`src/rtl/ahb_apb_bridge_mc_pkg.sv`:
```
// Shared encodings for the multi-peripheral AHB-Lite to APB3 bridge:
// AHB transfer types, response codes and the bridge FSM states.
package ahb_apb_pkg;

  typedef enum logic [1:0] {
    HTRANS_IDLE   = 2'b00,
    HTRANS_BUSY   = 2'b01,
    HTRANS_NONSEQ = 2'b10,
    HTRANS_SEQ    = 2'b11
  } htrans_e;

  typedef enum logic [1:0] {
    HRESP_OKAY  = 2'b00,
    HRESP_ERROR = 2'b01
  } hresp_e;

  typedef enum logic [2:0] {
    ST_IDLE   = 3'd0,
    ST_WWAIT  = 3'd1,
    ST_SETUP  = 3'd2,
    ST_ACCESS = 3'd3,
    ST_ERR1   = 3'd4,
    ST_ERR2   = 3'd5
  } state_e;

  // NONSEQ and SEQ both carry a real transfer; IDLE and BUSY do not.
  function automatic logic is_active_trans(input logic [1:0] trans);
    return trans[1];
  endfunction

endpackage

```
`src/rtl/ahb_apb_bridge_mc_if.sv`:
```
// Bus bundle for the bridge: AHB-Lite slave side plus APB3 master side.
// The bridge takes the slave modport, the driving environment the master one.
interface ahb_apb_bridge_mc_if #(
  parameter int ADDR_W  = 32,
  parameter int DATA_W  = 32,
  parameter int NUM_SLV = 3
);

  logic              Hwrite;
  logic              Hreadyin;
  logic [1:0]        Htrans;
  logic [ADDR_W-1:0] Haddr;
  logic [DATA_W-1:0] Hwdata;
  logic              Hreadyout;
  logic [1:0]        Hresp;
  logic [DATA_W-1:0] Hrdata;

  logic [NUM_SLV-1:0] Pselx;
  logic               Penable;
  logic               Pwrite;
  logic [ADDR_W-1:0]  Paddr;
  logic [DATA_W-1:0]  Pwdata;
  logic [DATA_W-1:0]  Prdata;
  logic               Pready;
  logic               Pslverr;

  modport slave (
    input  Hwrite, Hreadyin, Htrans, Haddr, Hwdata, Prdata, Pready, Pslverr,
    output Hreadyout, Hresp, Hrdata, Pselx, Penable, Pwrite, Paddr, Pwdata
  );

  modport master (
    output Hwrite, Hreadyin, Htrans, Haddr, Hwdata, Prdata, Pready, Pslverr,
    input  Hreadyout, Hresp, Hrdata, Pselx, Penable, Pwrite, Paddr, Pwdata
  );

endinterface

```
`src/rtl/ahb_apb_bridge_mc_decode.sv`:
```
// Combinational peripheral decoder: maps an AHB address onto one of NUM_SLV
// equally sized regions starting at BASE and flags addresses outside them.
module apb_addr_decode #(
  parameter int                ADDR_W      = 32,
  parameter int                NUM_SLV     = 3,
  parameter logic [ADDR_W-1:0] BASE        = 32'h8000_0000,
  parameter int                REGION_LOG2 = 24,
  parameter int                IDX_W       = (NUM_SLV > 1) ? $clog2(NUM_SLV) : 1
) (
  input  logic [ADDR_W-1:0] haddr,
  output logic              valid,
  output logic [IDX_W-1:0]  idx
);

  logic [ADDR_W-1:0] offset_s;
  logic [ADDR_W-1:0] region_s;

  // Region number is compared at full width so aliasing high regions
  // can never fold back onto a real peripheral.
  always_comb begin
    offset_s = haddr - BASE;
    region_s = offset_s >> REGION_LOG2;
    valid    = (haddr >= BASE) && (region_s < ADDR_W'(NUM_SLV));
    idx      = region_s[IDX_W-1:0];
  end

endmodule

```
`src/rtl/ahb_apb_bridge_mc.sv`:
```
// AHB-Lite slave to APB3 master bridge serving NUM_SLV peripherals from one
// AHB slot, with Pready wait states, Pslverr mapping and a two-cycle ERROR
// response for unmapped addresses.
module ahb_apb_bridge_mc
  import ahb_apb_pkg::*;
#(
  parameter int                ADDR_W      = 32,
  parameter int                DATA_W      = 32,
  parameter int                NUM_SLV     = 3,
  parameter logic [ADDR_W-1:0] BASE        = 32'h8000_0000,
  parameter int                REGION_LOG2 = 24
) (
  input logic                  Hclk,
  input logic                  Hreset,
  ahb_apb_bridge_mc_if.slave   bus
);

  localparam int IDX_W = (NUM_SLV > 1) ? $clog2(NUM_SLV) : 1;
  localparam logic [NUM_SLV-1:0] SEL_LSB = NUM_SLV'(1);

  state_e             state_r;
  state_e             state_nxt_s;
  logic [ADDR_W-1:0]  addr_r;
  logic               write_r;
  logic [IDX_W-1:0]   idx_r;
  logic [DATA_W-1:0]  wdata_r;
  logic [DATA_W-1:0]  rdata_r;

  logic               dec_valid_s;
  logic [IDX_W-1:0]   dec_idx_s;
  logic               hreadyout_s;
  logic [1:0]         hresp_s;
  logic               accept_s;
  logic               apb_active_s;
  logic               rd_done_s;

  apb_addr_decode #(
    .ADDR_W      (ADDR_W),
    .NUM_SLV     (NUM_SLV),
    .BASE        (BASE),
    .REGION_LOG2 (REGION_LOG2),
    .IDX_W       (IDX_W)
  ) u_decode (
    .haddr (bus.Haddr),
    .valid (dec_valid_s),
    .idx   (dec_idx_s)
  );

  // Where a freshly accepted transfer goes, identical from IDLE, ACCESS and ERR2.
  function automatic state_e accept_target(input logic valid, input logic wr);
    if (!valid) begin
      return ST_ERR1;
    end else if (wr) begin
      return ST_WWAIT;
    end else begin
      return ST_SETUP;
    end
  endfunction

  // AHB handshake outputs as a function of state and the APB completion.
  always_comb begin
    hreadyout_s = 1'b1;
    hresp_s     = HRESP_OKAY;
    case (state_r)
      ST_IDLE:  hreadyout_s = 1'b1;
      ST_WWAIT: hreadyout_s = 1'b0;
      ST_SETUP: hreadyout_s = 1'b0;
      ST_ACCESS: begin
        if (!bus.Pready) begin
          hreadyout_s = 1'b0;
        end else if (bus.Pslverr) begin
          hreadyout_s = 1'b0;
          hresp_s     = HRESP_ERROR;
        end else begin
          hreadyout_s = 1'b1;
        end
      end
      ST_ERR1: begin
        hreadyout_s = 1'b0;
        hresp_s     = HRESP_ERROR;
      end
      ST_ERR2: begin
        hreadyout_s = 1'b1;
        hresp_s     = HRESP_ERROR;
      end
      default: hreadyout_s = 1'b1;
    endcase
  end

  assign accept_s = is_active_trans(bus.Htrans) && bus.Hreadyin && hreadyout_s;

  // Next-state selection; completion cycles may chain straight into a new transfer.
  always_comb begin
    state_nxt_s = state_r;
    case (state_r)
      ST_IDLE: begin
        if (accept_s) begin
          state_nxt_s = accept_target(dec_valid_s, bus.Hwrite);
        end else begin
          state_nxt_s = ST_IDLE;
        end
      end
      ST_WWAIT: state_nxt_s = ST_SETUP;
      ST_SETUP: state_nxt_s = ST_ACCESS;
      ST_ACCESS: begin
        if (!bus.Pready) begin
          state_nxt_s = ST_ACCESS;
        end else if (bus.Pslverr) begin
          state_nxt_s = ST_ERR2;
        end else if (accept_s) begin
          state_nxt_s = accept_target(dec_valid_s, bus.Hwrite);
        end else begin
          state_nxt_s = ST_IDLE;
        end
      end
      ST_ERR1: state_nxt_s = ST_ERR2;
      ST_ERR2: begin
        if (accept_s) begin
          state_nxt_s = accept_target(dec_valid_s, bus.Hwrite);
        end else begin
          state_nxt_s = ST_IDLE;
        end
      end
      default: state_nxt_s = ST_IDLE;
    endcase
  end

  // FSM state register.
  always_ff @(posedge Hclk or posedge Hreset) begin
    if (Hreset) begin
      state_r <= ST_IDLE;
    end else begin
      state_r <= state_nxt_s;
    end
  end

  // Address-phase capture of address, direction and decoded peripheral.
  always_ff @(posedge Hclk or posedge Hreset) begin
    if (Hreset) begin
      addr_r  <= '0;
      write_r <= 1'b0;
      idx_r   <= '0;
    end else if (accept_s) begin
      addr_r  <= bus.Haddr;
      write_r <= bus.Hwrite;
      idx_r   <= dec_idx_s;
    end
  end

  // Write data arrives one cycle after the address phase.
  always_ff @(posedge Hclk or posedge Hreset) begin
    if (Hreset) begin
      wdata_r <= '0;
    end else if (state_r == ST_WWAIT) begin
      wdata_r <= bus.Hwdata;
    end
  end

  assign rd_done_s = (state_r == ST_ACCESS) && bus.Pready && !write_r;

  // Read data holding register so Hrdata stays defined between reads.
  always_ff @(posedge Hclk or posedge Hreset) begin
    if (Hreset) begin
      rdata_r <= '0;
    end else if (rd_done_s) begin
      rdata_r <= bus.Prdata;
    end
  end

  assign apb_active_s  = (state_r == ST_SETUP) || (state_r == ST_ACCESS);

  assign bus.Hreadyout = hreadyout_s;
  assign bus.Hresp     = hresp_s;
  assign bus.Hrdata    = rd_done_s ? bus.Prdata : rdata_r;
  assign bus.Pselx     = apb_active_s ? (SEL_LSB << idx_r) : '0;
  assign bus.Penable   = (state_r == ST_ACCESS);
  assign bus.Pwrite    = write_r;
  assign bus.Paddr     = addr_r;
  assign bus.Pwdata    = wdata_r;

endmodule
```
`src/flat_wrapper.sv`:
```
// flat-port wrapper written by rule: the top's interface ports become plain ports
module ahb_apb_bridge_mc_flat import ahb_apb_pkg::*;
#(
  parameter int                ADDR_W      = 32,
  parameter int                DATA_W      = 32,
  parameter int                NUM_SLV     = 3,
  parameter logic [ADDR_W-1:0] BASE        = 32'h8000_0000,
  parameter int                REGION_LOG2 = 24
)
  (Hclk, Hreset, bus_Hwrite, bus_Hreadyin, bus_Htrans, bus_Haddr, bus_Hwdata, bus_Prdata, bus_Pready, bus_Pslverr, bus_Hreadyout, bus_Hresp, bus_Hrdata, bus_Pselx, bus_Penable, bus_Pwrite, bus_Paddr, bus_Pwdata);
  ahb_apb_bridge_mc_if #(.ADDR_W(ADDR_W), .DATA_W(DATA_W), .NUM_SLV(NUM_SLV)) bus_i ();
  input logic Hclk;
  input logic Hreset;
  input wire logic [$bits(bus_i.Hwrite)-1:0] bus_Hwrite;
  input wire logic [$bits(bus_i.Hreadyin)-1:0] bus_Hreadyin;
  input wire logic [$bits(bus_i.Htrans)-1:0] bus_Htrans;
  input wire logic [$bits(bus_i.Haddr)-1:0] bus_Haddr;
  input wire logic [$bits(bus_i.Hwdata)-1:0] bus_Hwdata;
  input wire logic [$bits(bus_i.Prdata)-1:0] bus_Prdata;
  input wire logic [$bits(bus_i.Pready)-1:0] bus_Pready;
  input wire logic [$bits(bus_i.Pslverr)-1:0] bus_Pslverr;
  output wire logic [$bits(bus_i.Hreadyout)-1:0] bus_Hreadyout;
  output wire logic [$bits(bus_i.Hresp)-1:0] bus_Hresp;
  output wire logic [$bits(bus_i.Hrdata)-1:0] bus_Hrdata;
  output wire logic [$bits(bus_i.Pselx)-1:0] bus_Pselx;
  output wire logic [$bits(bus_i.Penable)-1:0] bus_Penable;
  output wire logic [$bits(bus_i.Pwrite)-1:0] bus_Pwrite;
  output wire logic [$bits(bus_i.Paddr)-1:0] bus_Paddr;
  output wire logic [$bits(bus_i.Pwdata)-1:0] bus_Pwdata;
  assign bus_i.Hwrite = bus_Hwrite;
  assign bus_i.Hreadyin = bus_Hreadyin;
  assign bus_i.Htrans = bus_Htrans;
  assign bus_i.Haddr = bus_Haddr;
  assign bus_i.Hwdata = bus_Hwdata;
  assign bus_i.Prdata = bus_Prdata;
  assign bus_i.Pready = bus_Pready;
  assign bus_i.Pslverr = bus_Pslverr;
  assign bus_Hreadyout = bus_i.Hreadyout;
  assign bus_Hresp = bus_i.Hresp;
  assign bus_Hrdata = bus_i.Hrdata;
  assign bus_Pselx = bus_i.Pselx;
  assign bus_Penable = bus_i.Penable;
  assign bus_Pwrite = bus_i.Pwrite;
  assign bus_Paddr = bus_i.Paddr;
  assign bus_Pwdata = bus_i.Pwdata;
  ahb_apb_bridge_mc #(.ADDR_W(ADDR_W), .DATA_W(DATA_W), .NUM_SLV(NUM_SLV), .BASE(BASE), .REGION_LOG2(REGION_LOG2)) u_core (.Hclk(Hclk), .Hreset(Hreset), .bus(bus_i));
endmodule
```
`config.mk`:
```
export PLATFORM = sky130hd
export DESIGN_NAME = ahb_apb_bridge_mc_flat
export DESIGN_NICKNAME = d
export VERILOG_FILES = /design/src/rtl/ahb_apb_bridge_mc_pkg.sv /design/src/rtl/ahb_apb_bridge_mc_if.sv /design/src/rtl/ahb_apb_bridge_mc_decode.sv /design/src/rtl/ahb_apb_bridge_mc.sv /design/src/flat_wrapper.sv
export SDC_FILE = /design/constraint.sdc
export NUM_CORES = 1
export LEC_CHECK = 0
export ABC_AREA = 1
export ABC_CLOCK_PERIOD_IN_PS = 4540
export CAP_MARGIN = 30
export CELL_PAD_IN_SITES_DETAIL_PLACEMENT = 1
export CELL_PAD_IN_SITES_GLOBAL_PLACEMENT = 1
export CORE_MARGIN = 2
export CORE_UTILIZATION = 29
export CTS_CLUSTER_DIAMETER = 30
export DETAILED_ROUTE_END_ITERATION = 8
export PLACE_DENSITY_LB_ADDON = 0.1
export SETUP_SLACK_MARGIN = 0.5
export SLEW_MARGIN = 20
export SYNTH_ARGS = -nofsm -noshare
export SYNTH_HDL_FRONTEND = slang
export SYNTH_SLANG_ARGS = --single-unit
```
`constraint.sdc`:
```
create_clock -name Hclk -period 4.54 [get_ports Hclk]
set_input_delay 0.908 -clock Hclk [delete_from_list [all_inputs] [get_ports Hclk]]
set_output_delay 0.908 -clock Hclk [all_outputs]
set_load 0.05 [all_outputs]
```
==> Word level (Yosys, flattened, before mapping) <==
Index checks and enable logic that the tools add are counted.
{ "word_totals": {"ram_bits": 0, "latchBits": 0, "output_inout_bits": 104, "inputBits": 104, "mem_count": 0, "romBits": 0, "reg_bits": 102, "elab_cells": 40} }
{ "classes": {"mul": 0, "magnitude_cmp": 2, "addsub": 1, "n_div": 0, "bitwise_logic": 0, "shift": 1, "reduce_logical": 11, "muxes": 14, "n_eq_ne": 5} }
{ "ops": {"columns": ["operator", "n"], "rows": [
  ["$ge A32 B32 Y1 const B", 1],
  ["$mux W32", 1],
  ["$sub A32 B32 Y32 const B", 1],
  ["$mux W3", 5],
  ["$pmux W3 S5", 1],
  ["$lt A8 B2 Y1 const B", 1],
  ["$eq A3 B2 Y1 const B", 2],
  ["$eq A3 B3 Y1 const B", 2],
  ["$logic_and A1 B1 Y1", 5],
  ["$mux W2", 2],
  ["$pmux W2 S2", 1],
  ["$reduce_or A2 Y1", 2],
  ["$eq A3 B1 Y1 const B", 1],
  ["$logic_not A3 Y1", 1],
  ["$mux W1", 3],
  ["$reduce_or A3 Y1", 1],
  ["$shl A1 B2 Y3 const A", 1],
  ["$pmux W1 S2", 1],
  ["$logic_not A1 Y1", 1],
  ["$logic_or A1 B1 Y1", 1]
]} }

==> Depth between registers and ports, before layout <==
{ "depth": {"depth_word": 8, "depth_mapped": 9, "depth_no_buf": 8} }

==> By module <==
From an unflattened synthesis, not the netlist that was laid out.
{ "hier_totals": {"hier_cells": 350, "hier_area_um2": 4264.1} }
{ "by_module_without_submodules": {"columns": ["mod", "seq_area_each_um2", "area_per_inst_um2", "cells_each", "instances"], "rows": [
  ["ahb_apb_bridge_mc", 2552.4, 4216.5, 340, 1],
  ["apb_addr_decode", 0.0, 47.5, 10, 1]
]} }

==> Least setup slack after synthesis <==
No wires, ideal clock.
{ "synth_timing": {"kind": "input-to-output", "from": "in bus_Pready", "to": "out bus_Hrdata[16]", "t_required_ns": 3.632, "path_slack_ns": 1.691, "arrival_time_ns": 1.941, "cell_stages": 5, "path_buffers": 1, "cell_sequence": "inv_1 > nor3_4 > nand2_2 > buf_6 > mux2_1"} }
{ "synth_between": {"elab_chain_cells": 3} }
{ "synth_lines": {"columns": ["element", "line_no", "text"], "rows": [
  ["from (decl)", "flat_wrapper.sv:20", "input wire logic [$bits(bus_i.Pready)-1:0] bus_Pready;"],
  ["$logic_and A1 B1 Y1 (2 in series)", "ahb_apb_bridge_mc.sv:159", "assign rd_done_s = (state_r == ST_ACCESS) && bus.Pready && !write_r;"],
  ["$mux W32", "ahb_apb_bridge_mc.sv:174", "assign bus.Hrdata = rd_done_s ? bus.Prdata : rdata_r;"],
  ["to (decl)", "flat_wrapper.sv:24", "output wire logic [$bits(bus_i.Hrdata)-1:0] bus_Hrdata;"]
]} }
Every way passes these cells.

==> Final worst setup path <==
Ends and elaborated chain as after synthesis.

==> flow_summary.yaml <==
placed_design:
  hpwl_um: 8482
  dp.cells: 706
  port_buffers: 205
  placed_area_mm2: 0.006123
  dp_slack_ps: 498.2
  routabilityCongestion: 0.7283
timing:
  setup-violations-final: 0
  rsz0062_at_grt: "no"
  tightest_slew_ps: 843.0
  slew_violations: 0
  fin_ws_ps: 817.4
  fmax_mhz: 268.6
  min_period_over_period: 0.8200
  maxSlewHeadroom: 0.4373
  setup_tns_ps: 0
  min_period_ps: 3723
  timing.hold.ws_ps: 482.0
  hold_viol_final: 0
  fin_skew_ps: 6.956
clock_tree:
  cts_tree: "built"
  ctsHoldBuffers: 0
  clk_pin_slew_ps: 60
  cts-buffers-inserted: 9
  clk_latency_ps: 350
  root_buffer: "clkbuf_16"
  htree_levels: 3
  clock_sinks: 100
  post_cts_resized: 2
  post-cts-setup-buffers: 0
  clk_path_buf_depth: 2
yosys:
  ys_ff_latch: 100
  synth_compound_area_frac: 0.01971
  synth-edff-count: 0
  synth_cell_type_count: 23
  synth_top_family_by_area: "multiplexers"
  synthMuxAreaShare: 0.1802
  synth_top_cell_by_area: "dfrtp_1"
  synth_top_area_share: 0.6258
  netlist_instances: 335
  syn-num-nets: 439
  syn_area_per_cell_um2: 11.94
  synth_commonest_cells: "nand2_1 (105), dfrtp_1 (100), mux2_2 (62)"
  yosysMostFrequentCell: "nand2_1"
  yosys_warnings: 0
  yosys-top-cells-area: "dfrtp_1 (63%), mux2_2 (17%), nand2_1 (9.9%), inv_1 (1.2%), buf_6 (1.1%)"
  async_flop_share: 1.000
  synthXorXnorAreaFrac: 0
  ys.flop_type: "dfrtp_1"
  syn-cell-area_mm2: 0.003999
  ys_seq_area_frac: 0.6258
  synthAdderAreaFrac: 0
  yosys.area_share.simple: 0.1339
setup_path:
  arrival_ps: 2810
  max_stage_delay_ps: 540
  r2r_start: "u_core.state_r[2]$_DFF_PP0_"
  cp_slowest_cell: "dlygate4sd2_1"
  reg2reg_to: "u_core.bus.Pwdata[21]$_DFFE_PP0N_"
  worstPathRequired_ps: 3630
  cp-start-kind: "input pin"
  crit_path_max_fanout: 16
  critPathKind: "input pin to output port"
  path_cells: "clkdlybuf4s50_1, inv_1, nor3_4, nand2_2, mux2_1, dlygate4sd2_1"
  endpoint_kind: "output port"
  reg2regPathDepth: 3
  path_delay_family: "buffers and inverters"
  regToRegSetupSlack_ps: 2590
  crit_buf_inv: 3
min_path:
  hold_path_end: "u_core.bus.Paddr[28]$_DFFE_PP0P_"
  hp-class: "flip-flop to flip-flop"
  min-delay-start: "u_core.bus.Paddr[28]$_DFFE_PP0P_"
  min_path_cells: 2
die:
  die_h_um: 121.4
  die_area_mm2: 0.01474
  io_pins: 208
  start_util: 0.2996
  core_mm2: 0.01335
  die_x_um: 121.4
  fp-row-count: 42
drt:
  antenna_left: 0
  wl_per_cell_um: 15.69
  first_pass_iters: 4
  drt-initial-drc-count: 91
  drc_errors: 0
  totalWireLength_um: 11330
  vias: 3115
  routed_via_density: 4.314
power:
  leakagePower_nw: 2.905
  power_density_mw_per_mm2: 913.3
  power.total_mw: 5.856
  peakVddDrop_v: 0.0003405
cells_and_area:
  area_growth_syn_to_layout_pct: 60.36
  design_area_mm2: 0.006412
  nets: 645
  antenna_cells: 0
  utilization: 0.4804
  instances_no_fill: 722
  drive_above_1_share: 0.2253
outcome:
  outcome: "finished, final reports clean"
global_routing:
  grt_pass1_wl_um: 18040
  antenna_found_initial: 0
  grt_pass1_vias: 3552
  grt_max_degree: 44
  grt_usage: 0.1594
  grt_overflow_total: 0
job:
  cap_violations: 0
-- power by group --
part / switching, mW / internal [mW] / total, mW
sequential: 0.205 / 1.33 / 1.54
combinational: 2.37 / 1.20 / 3.57
clock: 0.327 / 0.419 / 0.747
total: 2.90 / 2.96 / 5.86
-- worst max path at each step --
stage,from,to,slack (ps),depth (start not counted)
floorplan,Hreset,u_core.bus.Paddr[0]$_DFFE_PP0P_,1010,1
global placement,bus_Pready,bus_Hrdata[17],520,6
detailed placement,bus_Pready,bus_Hrdata[16],500,6
CTS,bus_Pready,bus_Hrdata[16],780,6
global route,bus_Pready,bus_Hrdata[16],660,6
finish,bus_Pready,bus_Hrdata[16],820,6
-- routing by layer --
layer | track usage | up-vias | part of all wire
met5 | 0 | - | 0
met3 | 0.06391 | 10 | 0.085
li1 | - | 1489 | -
met1 | 0.1761 | 1503 | 0.39
met4 | 0.05388 | 0 | 0.014
met2 | 0.2781 | 113 | 0.51
-- worst reg2reg max path, stage by stage (launching register included) --
cell,delay [ps]
dfrtp_1,490
inv_2,140
nand3_2,640
mux2_2,560
-- cells by family (layout without fill, tap and decap cells) --
logic type | Yosys count | in the layout
flip-flops | 100 | 100
buffers and inverters | 28 | 239
multiplexers | 64 | 64
AND/OR/NAND/NOR | 129 | 129
other | 1 | 1
AO/OA/AOI/OAI | 13 | 13
-- cells in the final DEF, fill, tap and decap left out, drive strengths merged --
master           n
nor2            10
conb             1
dlygate4sd2      2
nand2          109
nor3             4
o21ai            9
clkbuf          14
nand3            6
inv             14
o21a             1
a21oi            3
clkinv           2
dfrtp          100
buf             34
mux2            64
clkdlybuf4s50  173
-- sequential cells by signal, indices dropped and copies added, names as in the netlist --
register,count
u_core.bus.Pwdata,32
u_core.rdata_r,32
u_core.bus.Paddr,31
u_core.state_r,3
u_core.bus.Pwrite,1
u_core.idx_r,1
-- layout make-up --
cell class,instances,area (um2)
fillers,1451,6935
flip-flops and latches,100,2502
repair buffers,209,2004
multi-input cells,207,1339
clock buffers,14,274.0
well taps,176,220.2
inverters,14,55.05
clock inverters,2,17.52
Power figures use the tool's default switching activity.
